[src/rtl/dm_load_unit.sv]
// MEM-stage load unit: accepts one load at a time, reads an aligned memory beat,
// then extracts and extends the result. Optional macro DMLOAD_SPLIT_EN splits misaligned loads over two beats.
module dm_load_unit #(
  parameter int unsigned DW = 32,
  parameter int unsigned AW = 32
) (
  input  logic          clk,
  input  logic          reset,
  input  logic          req_valid,
  output logic          req_ready,
  input  logic [AW-1:0] req_addr,
  input  logic [2:0]    req_op,
  output logic          rsp_valid,
  input  logic          rsp_ready,
  output logic [DW-1:0] rsp_data,
  output logic          rsp_err,
  output logic          mem_req,
  input  logic          mem_gnt,
  output logic [AW-1:0] mem_addr,
  input  logic          mem_rvalid,
  input  logic [DW-1:0] mem_rdata
);
  localparam int unsigned LANES = DW / 8;
  localparam int unsigned LB    = $clog2(LANES);

  typedef enum logic [2:0] {
    IDLE,
    REQ,
    WAIT,
    RESP
`ifdef DMLOAD_SPLIT_EN
    ,
    REQ2,
    WAIT2
`endif
  } state_e;

  state_e        state_q, state_d;
  logic [AW-1:0] addr_q, addr_d;
  logic [2:0]    op_q, op_d;
  logic [DW-1:0] data_q, data_d;
  logic          err_q, err_d;
`ifdef DMLOAD_SPLIT_EN
  logic [DW-1:0] beat0_q, beat0_d;
  logic          cross;
`endif

  logic          req_legal;
  int unsigned   req_nb;
  logic [AW-1:0] base;
  logic [LB-1:0] lane;
  logic [2*DW-1:0] window;
  logic [DW-1:0] shifted;

  function automatic int unsigned op_bytes(input logic [2:0] op);
    case (op)
      3'b001, 3'b010: return 1;
      3'b011, 3'b100: return 2;
      3'b000, 3'b101: return 4;
      3'b110:         return 8;
      default:        return 0;
    endcase
  endfunction

  function automatic logic [DW-1:0] extend(input logic [2:0] op, input logic [DW-1:0] s);
    logic [DW-1:0] r;
    r = s;
    case (op)
      3'b001:  begin r = '0;          r[7:0]  = s[7:0];  end
      3'b010:  begin r = {DW{s[7]}};  r[7:0]  = s[7:0];  end
      3'b011:  begin r = '0;          r[15:0] = s[15:0]; end
      3'b100:  begin r = {DW{s[15]}}; r[15:0] = s[15:0]; end
      3'b000:  begin r = {DW{s[31]}}; r[31:0] = s[31:0]; end
      3'b101:  begin r = '0;          r[31:0] = s[31:0]; end
      default: r = s;
    endcase
    return r;
  endfunction

  always_comb begin
    req_nb    = op_bytes(req_op);
    req_legal = (req_nb != 0);
    if (DW == 32 && (req_op == 3'b101 || req_op == 3'b110)) req_legal = 1'b0;
`ifndef DMLOAD_SPLIT_EN
    if ((32'(req_addr[2:0]) & (req_nb - 1)) != 0) req_legal = 1'b0;
`endif
  end

  assign base = addr_q & ~AW'(LANES - 1);
  assign lane = addr_q[LB-1:0];

  // Second beat sits above the first, so one right shift serves both the single- and two-beat cases.
  always_comb begin
    window = '0;
    window[DW-1:0] = mem_rdata;
`ifdef DMLOAD_SPLIT_EN
    if (state_q == WAIT2) begin
      window[2*DW-1:DW] = mem_rdata;
      window[DW-1:0]    = beat0_q;
    end
`endif
    shifted = DW'(window >> {lane, 3'b000});
  end

`ifdef DMLOAD_SPLIT_EN
  assign cross = (32'(lane) + op_bytes(op_q)) > LANES;
`endif

  always_ff @(posedge clk or posedge reset) begin
    if (reset) begin
      state_q <= IDLE;
      addr_q  <= '0;
      op_q    <= '0;
      data_q  <= '0;
      err_q   <= 1'b0;
`ifdef DMLOAD_SPLIT_EN
      beat0_q <= '0;
`endif
    end else begin
      state_q <= state_d;
      addr_q  <= addr_d;
      op_q    <= op_d;
      data_q  <= data_d;
      err_q   <= err_d;
`ifdef DMLOAD_SPLIT_EN
      beat0_q <= beat0_d;
`endif
    end
  end

  always_comb begin
    state_d = state_q;
    addr_d  = addr_q;
    op_d    = op_q;
    data_d  = data_q;
    err_d   = err_q;
`ifdef DMLOAD_SPLIT_EN
    beat0_d = beat0_q;
`endif
    case (state_q)
      IDLE: if (req_valid) begin
        addr_d = req_addr;
        op_d   = req_op;
        if (req_legal) begin
          state_d = REQ;
        end else begin
          data_d  = '0;
          err_d   = 1'b1;
          state_d = RESP;
        end
      end
      REQ: if (mem_gnt) state_d = WAIT;
      WAIT: if (mem_rvalid) begin
`ifdef DMLOAD_SPLIT_EN
        if (cross) begin
          beat0_d = mem_rdata;
          state_d = REQ2;
        end else
`endif
        begin
          data_d  = extend(op_q, shifted);
          err_d   = 1'b0;
          state_d = RESP;
        end
      end
`ifdef DMLOAD_SPLIT_EN
      REQ2: if (mem_gnt) state_d = WAIT2;
      WAIT2: if (mem_rvalid) begin
        data_d  = extend(op_q, shifted);
        err_d   = 1'b0;
        state_d = RESP;
      end
`endif
      RESP: if (rsp_ready) state_d = IDLE;
      default: state_d = IDLE;
    endcase
  end

  always_comb begin
    req_ready = 1'b0;
    rsp_valid = 1'b0;
    mem_req   = 1'b0;
    mem_addr  = '0;
    case (state_q)
      IDLE: req_ready = !reset;
      REQ: begin
        mem_req  = 1'b1;
        mem_addr = base;
      end
`ifdef DMLOAD_SPLIT_EN
      REQ2: begin
        mem_req  = 1'b1;
        mem_addr = base + AW'(LANES);
      end
`endif
      RESP: rsp_valid = 1'b1;
      default: ;
    endcase
  end

  assign rsp_data = data_q;
  assign rsp_err  = err_q;
endmodule
[config.mk]
export PLATFORM = sky130hd
export DESIGN_NAME = dm_load_unit
export DESIGN_NICKNAME = d
export VERILOG_FILES = /design/src/rtl/dm_load_unit.sv
export SDC_FILE = /design/constraint.sdc
export NUM_CORES = 1
export LEC_CHECK = 0
export ABC_CLOCK_PERIOD_IN_PS = 2300
export BUFFER_PORTS_ARGS = -buffer_cell sky130_fd_sc_hd__buf_2
export CAP_MARGIN = 20
export CORE_MARGIN = 5
export CORE_UTILIZATION = 50
export DETAILED_ROUTE_END_ITERATION = 10
export PLACE_DENSITY = 0.86
export SETUP_SLACK_MARGIN = 0.05
export SLEW_MARGIN = 25
export SYNTH_ARGS = -nofsm -noshare
export SYNTH_HDL_FRONTEND = slang
export SYNTH_SLANG_ARGS = --single-unit
export TNS_END_PERCENT = 1
[constraint.sdc]
create_clock -name clk -period 2.3 [get_ports clk]
set_input_delay 0.345 -clock clk [delete_from_list [all_inputs] [get_ports clk]]
set_output_delay 0.345 -clock clk [all_outputs]
set_load 0.05 [all_outputs]
==> impl_metrics.csv, run 1 <==
group,metric,value,unit
outcome,status,"complete, no violations",
pwr,powerDensity,1643,nW/um2
synthesis,post-synth-top-area-fraction,46.65,%
synthesis,synthCells,365,
timing,rsz0062_at_grt,"yes",
clock_tree,cts_buffers,9,
worst_hold_path,hold_class,"primary input to async pin",
detailed_routing,drtAntennaViolNets,0,
detailed_routing,vias_per_cell,5.264,
global_route,grt_max_degree,41,
detailed_routing,drc,0,
detailed_routing,wl_per_cell,16.06,um
die,core_area,7292,um2
global_route,antenna_found_initial,0,
place,place_inst,586,
finish,n_antenna_cell,0,
detailed_routing,first_pass_iters,5,
clock_tree,clock_sinks,70,
finish,layout.nets,575,
setup_path,cp-start-kind,"register",
global_route,first_global_vias,3268,
synthesis,ys.flop_type,"dfrtp_1",
setup_path,end_kind,"primary output",
clock_tree,tritoncts,"yes",
setup_path,path_depth,5,
clock_tree,clkLatencyLatePin,0.34,ns
flow_run,max_cap_viol_count,0,
finish,final_cell_count_no_fill,602,
global_route,grt_overflow,0,
place,dpl_cell_area,4537,um2
setup_path,reg2reg_slack,0.22,ns
timing,final-hold-violation-count,0,
setup_path,reg2reg_depth,6,
setup_path,cp_top_family,"buffers and inverters",
synthesis,ys_async_sr_fraction,100.0,%
synthesis,netlist_top_cells_area,"dfrtp_1 (47%), mux2_2 (7.5%), nand2_1 (5.3%)",
synthesis,synth-edff-count,0,
synthesis,ys_types,35,
finish,fin_area,4743,um2
place,dp_hpwl,7563,um
timing,slew_headroom,38.05,%
synthesis,ys_seq_area_share,46.65,%
place,port_buffers,138,
detailed_routing,drt_iter0_markers,92,
clock_tree,clockBufferDepth,2,
clock_tree,cts_setup_buffers,0,
synthesis,synth.avg_cell_area,10.29,um2
global_route,grtUsageTotal,20.79,%
setup_path,path_class,"register to primary output",
timing,worst_pin_slew,0.9265,ns
clock_tree,cts_root_buf,"clkbuf_8",
synthesis,ys.warnings.count,0,
setup_path,critPathBufInv,3,
setup_path,cp.required,1.96,ns
die,ios,141,
global_route,grt_pass1_wl,16090,um
detailed_routing,vias,3169,
detailed_routing,routed_wl,9666,um
timing,tns,0,ns
die,die_h,96.66,um
clock_tree,clk_pin_slew_worst_paths,0.08,ns
die,rows,31,
pwr,power,7795,uW
setup_path,path_cells,"inv_1, ha_1, buf_6, and2_1, buf_2",
timing,skew,0.007676,ns
timing,min_period,2.107,ns
pwr,p_leak,0.002374,uW
setup_path,worstPathArrival,1.76,ns
timing,finalCritPeriodShare,91.62,%
synthesis,synth_top_cell_by_area,"dfrtp_1",
finish,drive_above_1_share,40.95,%
synthesis,ys_ff_latch,70,
timing,setup_viol,0,
synthesis,synth.most_common_cell,"dfrtp_1",
finish,area_growth,26.32,%
die,start_util,51.49,%
pwr,vdd_drop_max,927.2,uV
place,gp_congestion,0.9216,
clock_tree,htreeDepth,3,
setup_path,crit_path_max_fanout,27,
timing,fmax,474.5,MHz
setup_path,cpPeakStageDelay,0.42,ns
die,die_area,9343,um2
synthesis,syn_area,3755,um2
die,fp.dieW,96.66,um
setup_path,crit_slowest_cell,"dfrtp_1",
timing,maxSlewViolCount,0,
synthesis,yosys-top-cells-count,"dfrtp_1 (70), nand2_1 (53), and2_1 (30)",
==> final timing paths <==
path | from | to
worst max-delay path | state_q[1] | mem_addr[15]
worst max register to register | addr_q[1] | rsp_data[22]
worst min register to register | rsp_data[16] | rsp_data[16]
min in group clk | req_addr[18] | addr_q[18]
max in group asynchronous | reset | rsp_err
worst min-delay path | reset | addr_q[16]
==> report_power, final <==
group | total (uW) | internal, uW | switching (uW)
clock network | 1000 | 531 | 473
registers | 2090 | 1790 | 300
logic | 4700 | 1470 | 3230
==> final cells by class <==
class,count,area (um2)
fill,630,2549
timing repair buffer,147,789.5
multi-input combinational,263,1852
clock inverter,5,58.81
sequential,70,1752
clock buffer,11,141.4
inverter,7,26.28
tap,99,123.9
==> flip-flops by register name, indices dropped and copies added (netlist names) <==
signal and flops:
rsp_data 32, rsp_err 1, op_q 3, state_q 2
addr_q 32
==> cells by family after synthesis <==
| logic type | Yosys count | synth area share (%) |
|---|---|---|
| buffers and inverters | 33 | 4.432 |
| other | 1 | 0.09987 |
| DFF | 70 | 46.65 |
| xor gates and xnor gates | 2 | 0.6666 |
| and+or+nand+nor | 117 | 14.59 |
| AOI/OAI and AO/OA | 79 | 14.76 |
| adders and majority gates | 4 | 1.333 |
| muxes | 59 | 17.46 |
==> placed cells by master (no fill, tap or decap), types with 2 or more instances in the layout <==
master / synthesis / layout
buf_2: 10 / 137
buf_4: 4 / 6
nor2_1: 22 / 22
a21oi_1: 19 / 19
buf_12: 0 / 2
inv_1: 7 / 6
and2_1: 30 / 30
ha_1: 4 / 4
nand2_1: 53 / 53
o31ai_2: 10 / 10
nand2b_1: 4 / 4
o211ai_1: 7 / 7
a2111oi_2: 2 / 2
nor2b_1: 5 / 5
mux2_2: 25 / 25
mux2i_1: 16 / 16
o21ai_0: 9 / 9
mux2_1: 17 / 17
conb_1: 1 / 2
o31ai_1: 8 / 8
clkbuf_8: 0 / 10
o21ai_1: 19 / 18
dfrtp_1: 70 / 70
clkinvlp_4: 0 / 2
==> routing by layer <==
metal | track usage (%) | wire, um
met1 | 24.61 | 3733
met2 | 34.61 | 4757
met3 | 8.345 | 1049
met4 | 6.479 | 125
met5 | 0 | 0
==> stage by stage <==
step | hold slack [ns] | util, % | setup slack (ns)
finish | 0.1085 | 65.05 | 0.1927
global route | 0.1536 | 65.05 | 0.04042
global placement | 0.4617 | 62.22 | 0.3699
detailed placement | 0.4701 | 62.22 | 0.2191
CTS | 0.1196 | 64.96 | 0.1021
floorplan | 0.4556 | - | 0.1868
==> repair_timing <==
item                                   in CTS  in global routing
endpoints found under the hold margin       0                  0
setup endpoints to repair                   0                 25
resized for setup                           0                  2
hold buffers                                0                  0
Power figures use the tool's default switching activity.
==> inputs of run 2 (changes only) <==
Settings changed: CORE_MARGIN 5 to 3, PLACE_DENSITY 0.86 to 0.91.
==> run 2 against run 1 <==
Non-clock buffer count down 1. Register-to-register slack better by 0.05 ns. Final cell count decreased by 0.66%. Power rose by 2.8%. Fmax rose by 0.83%. Combinational power about the same. Sequential cell count is the same. Die area shrank 8.1%. Via count down 0.47%. Critical path depth unchanged. Largest cell class unchanged. Largest power group unchanged.
==> impl_metrics.csv, run 2 (synthesis gave the netlist of run 1 again) <==
group,metric,value,unit
timing,rsz0062_at_grt,"no",
clock_tree,clkLatencyLatePin,0.34,ns
detailed_routing,drt_iter0_markers,135,
place,gp_congestion,0.9296,
setup_path,cp-start-kind,"register",
timing,min_period,2.090,ns
global_route,first_global_vias,3237,
finish,area_growth,27.69,%
finish,drive_above_1_share,40.84,%
detailed_routing,vias,3154,
setup_path,crit_path_max_fanout,32,
timing,maxSlewViolCount,0,
timing,worst_pin_slew,0.7097,ns
finish,n_antenna_cell,0,
detailed_routing,vias_per_cell,5.274,
die,fp.dieW,92.66,um
place,port_buffers,138,
clock_tree,cts_resized,0,
timing,tns,0,ns
global_route,antenna_found_initial,0,
outcome,status,"complete, no violations",
die,rows,30,
clock_tree,tritoncts,"yes",
timing,finalCritPeriodShare,90.87,%
pwr,vdd_drop_max,810.5,uV
finish,mostFrequentLayoutCells,"buf_2 (138), dfrtp_1 (70), nand2_1 (53), and2_1 (30), mux2_2 (25)",
clock_tree,cts_root_buf,"clkbuf_8",
worst_hold_path,hold_class,"primary input to async pin",
detailed_routing,routed_wl,9316,um
finish,final_common_cell,"buf_2",
setup_path,cp.required,1.96,ns
timing,skew,0.007328,ns
pwr,powerDensity,1672,nW/um2
place,dp_hpwl,7103,um
clock_tree,clock_sinks,70,
flow_run,max_cap_viol_count,0,
clock_tree,holdBufCountCts,0,
global_route,grt_pass1_wl,15280,um
timing,slew_headroom,52.45,%
clock_tree,htreeDepth,3,
pwr,p_leak,0.002406,uW
clock_tree,cts_buffers,9,
global_route,busiest_layer,"met2",
setup_path,path_class,"register to primary output",
detailed_routing,drc,0,
die,die_area,8586,um2
die,die_h,92.66,um
global_route,grt_util_met3,6.905,%
setup_path,worstPathArrival,1.74,ns
die,ios,141,
timing,setup_ws,0.2101,ns
die,core_area,7019,um2
die,start_util,53.49,%
timing,fmax,478.5,MHz
global_route,grt_overflow,0,
global_route,grt_max_degree,41,
clock_tree,clk_pin_slew_worst_paths,0.08,ns
finish,layout.nets,574,
detailed_routing,drtAntennaViolNets,0,
clock_tree,cts_setup_buffers,0,
global_route,grtUsageMet2,36.98,%
detailed_routing,first_pass_iters,5,
global_route,grt_use_met1,27.61,%
global_route,grtUsageTotal,22.50,%
timing,setup_viol,0,
setup_path,end_kind,"primary output",
detailed_routing,wl_per_cell,15.58,um
timing,final-hold-violation-count,0,
place,place_ws,0.2048,ns
clock_tree,clockBufferDepth,2,
-- run 2: cell types whose count changed in the layout (fill, tap and decap cells not counted), sizes merged --
| cell | before | now |
|---|---|---|
| clkinv | 2 | 1 |
| bufinv | 1 | 3 |
| clkbuf | 12 | 11 |
| clkinvlp | 2 | 1 |
-- run 2: final cells by class --
class / count / area, um2
Inverter: 7 / 26.28
Multi-Input combinational cell: 263 / 1861
Clock buffer: 11 / 141.4
Timing Repair Buffer: 146 / 788.3
Sequential cell: 70 / 1752
Clock inverter: 5 / 106.4
Fill cell: 550 / 2225
Tap cell: 96 / 120.1
-- run 2: where the power goes --
| part | internal (uW) | switching [uW] | leakage [uW] |
|---|---|---|---|
| combinational | 1470 | 3220 | 0.00141 |
| clock | 752 | 458 | 0.000120 |
| sequential | 1790 | 324 | 0.000880 |
| total | 4010 | 4000 | 0.00241 |
-- run 2: metal layers --
layer	wire length, um	share of wire [%]
met5	0	0
met4	141	1.5
met3	949	10
met2	4523	49
met1	3702	40
-- run 2: critical path: stages, from the launching register on --
cell     delay (ns)
dfrtp_1        0.42
inv_1          0.10
ha_1           0.15
buf_4          0.26
and2_1         0.20
buf_2          0.27
-- run 2: path summary, 6_finish.rpt --
kind | cells after the start | end | from | slack [ns]
setup / recovery | 5 | mem_addr[15] | state_q[1] | 0.21
hold / removal | 2 | addr_q[18] | reset | 0.12
setup reg to reg | 7 | rsp_data[17] | state_q[0] | 0.27
hold reg to reg | 2 | rsp_data[21] | rsp_data[21] | 0.47
max in group asynchronous | 3 | rsp_data[2] | reset | 1.54
min in group clk | 2 | addr_q[23] | req_addr[23] | 0.21
-- run 2: metrics by stage --
step / utilization, % / std cells / hold slack, ns / area [um2] / total power (uW)
floorplan: - / 366 / 0.4556 / 3759 / 5811
global placement: 64.65 / 582 / 0.4596 / 4538 / 6657
detailed placement: 64.65 / 582 / 0.4616 / 4538 / 6811
CTS: 68.18 / 598 / 0.1212 / 4786 / 8047
global route: 68.31 / 598 / 0.1454 / 4795 / 8549
finish: 68.31 / 598 / 0.1173 / 4795 / 8016
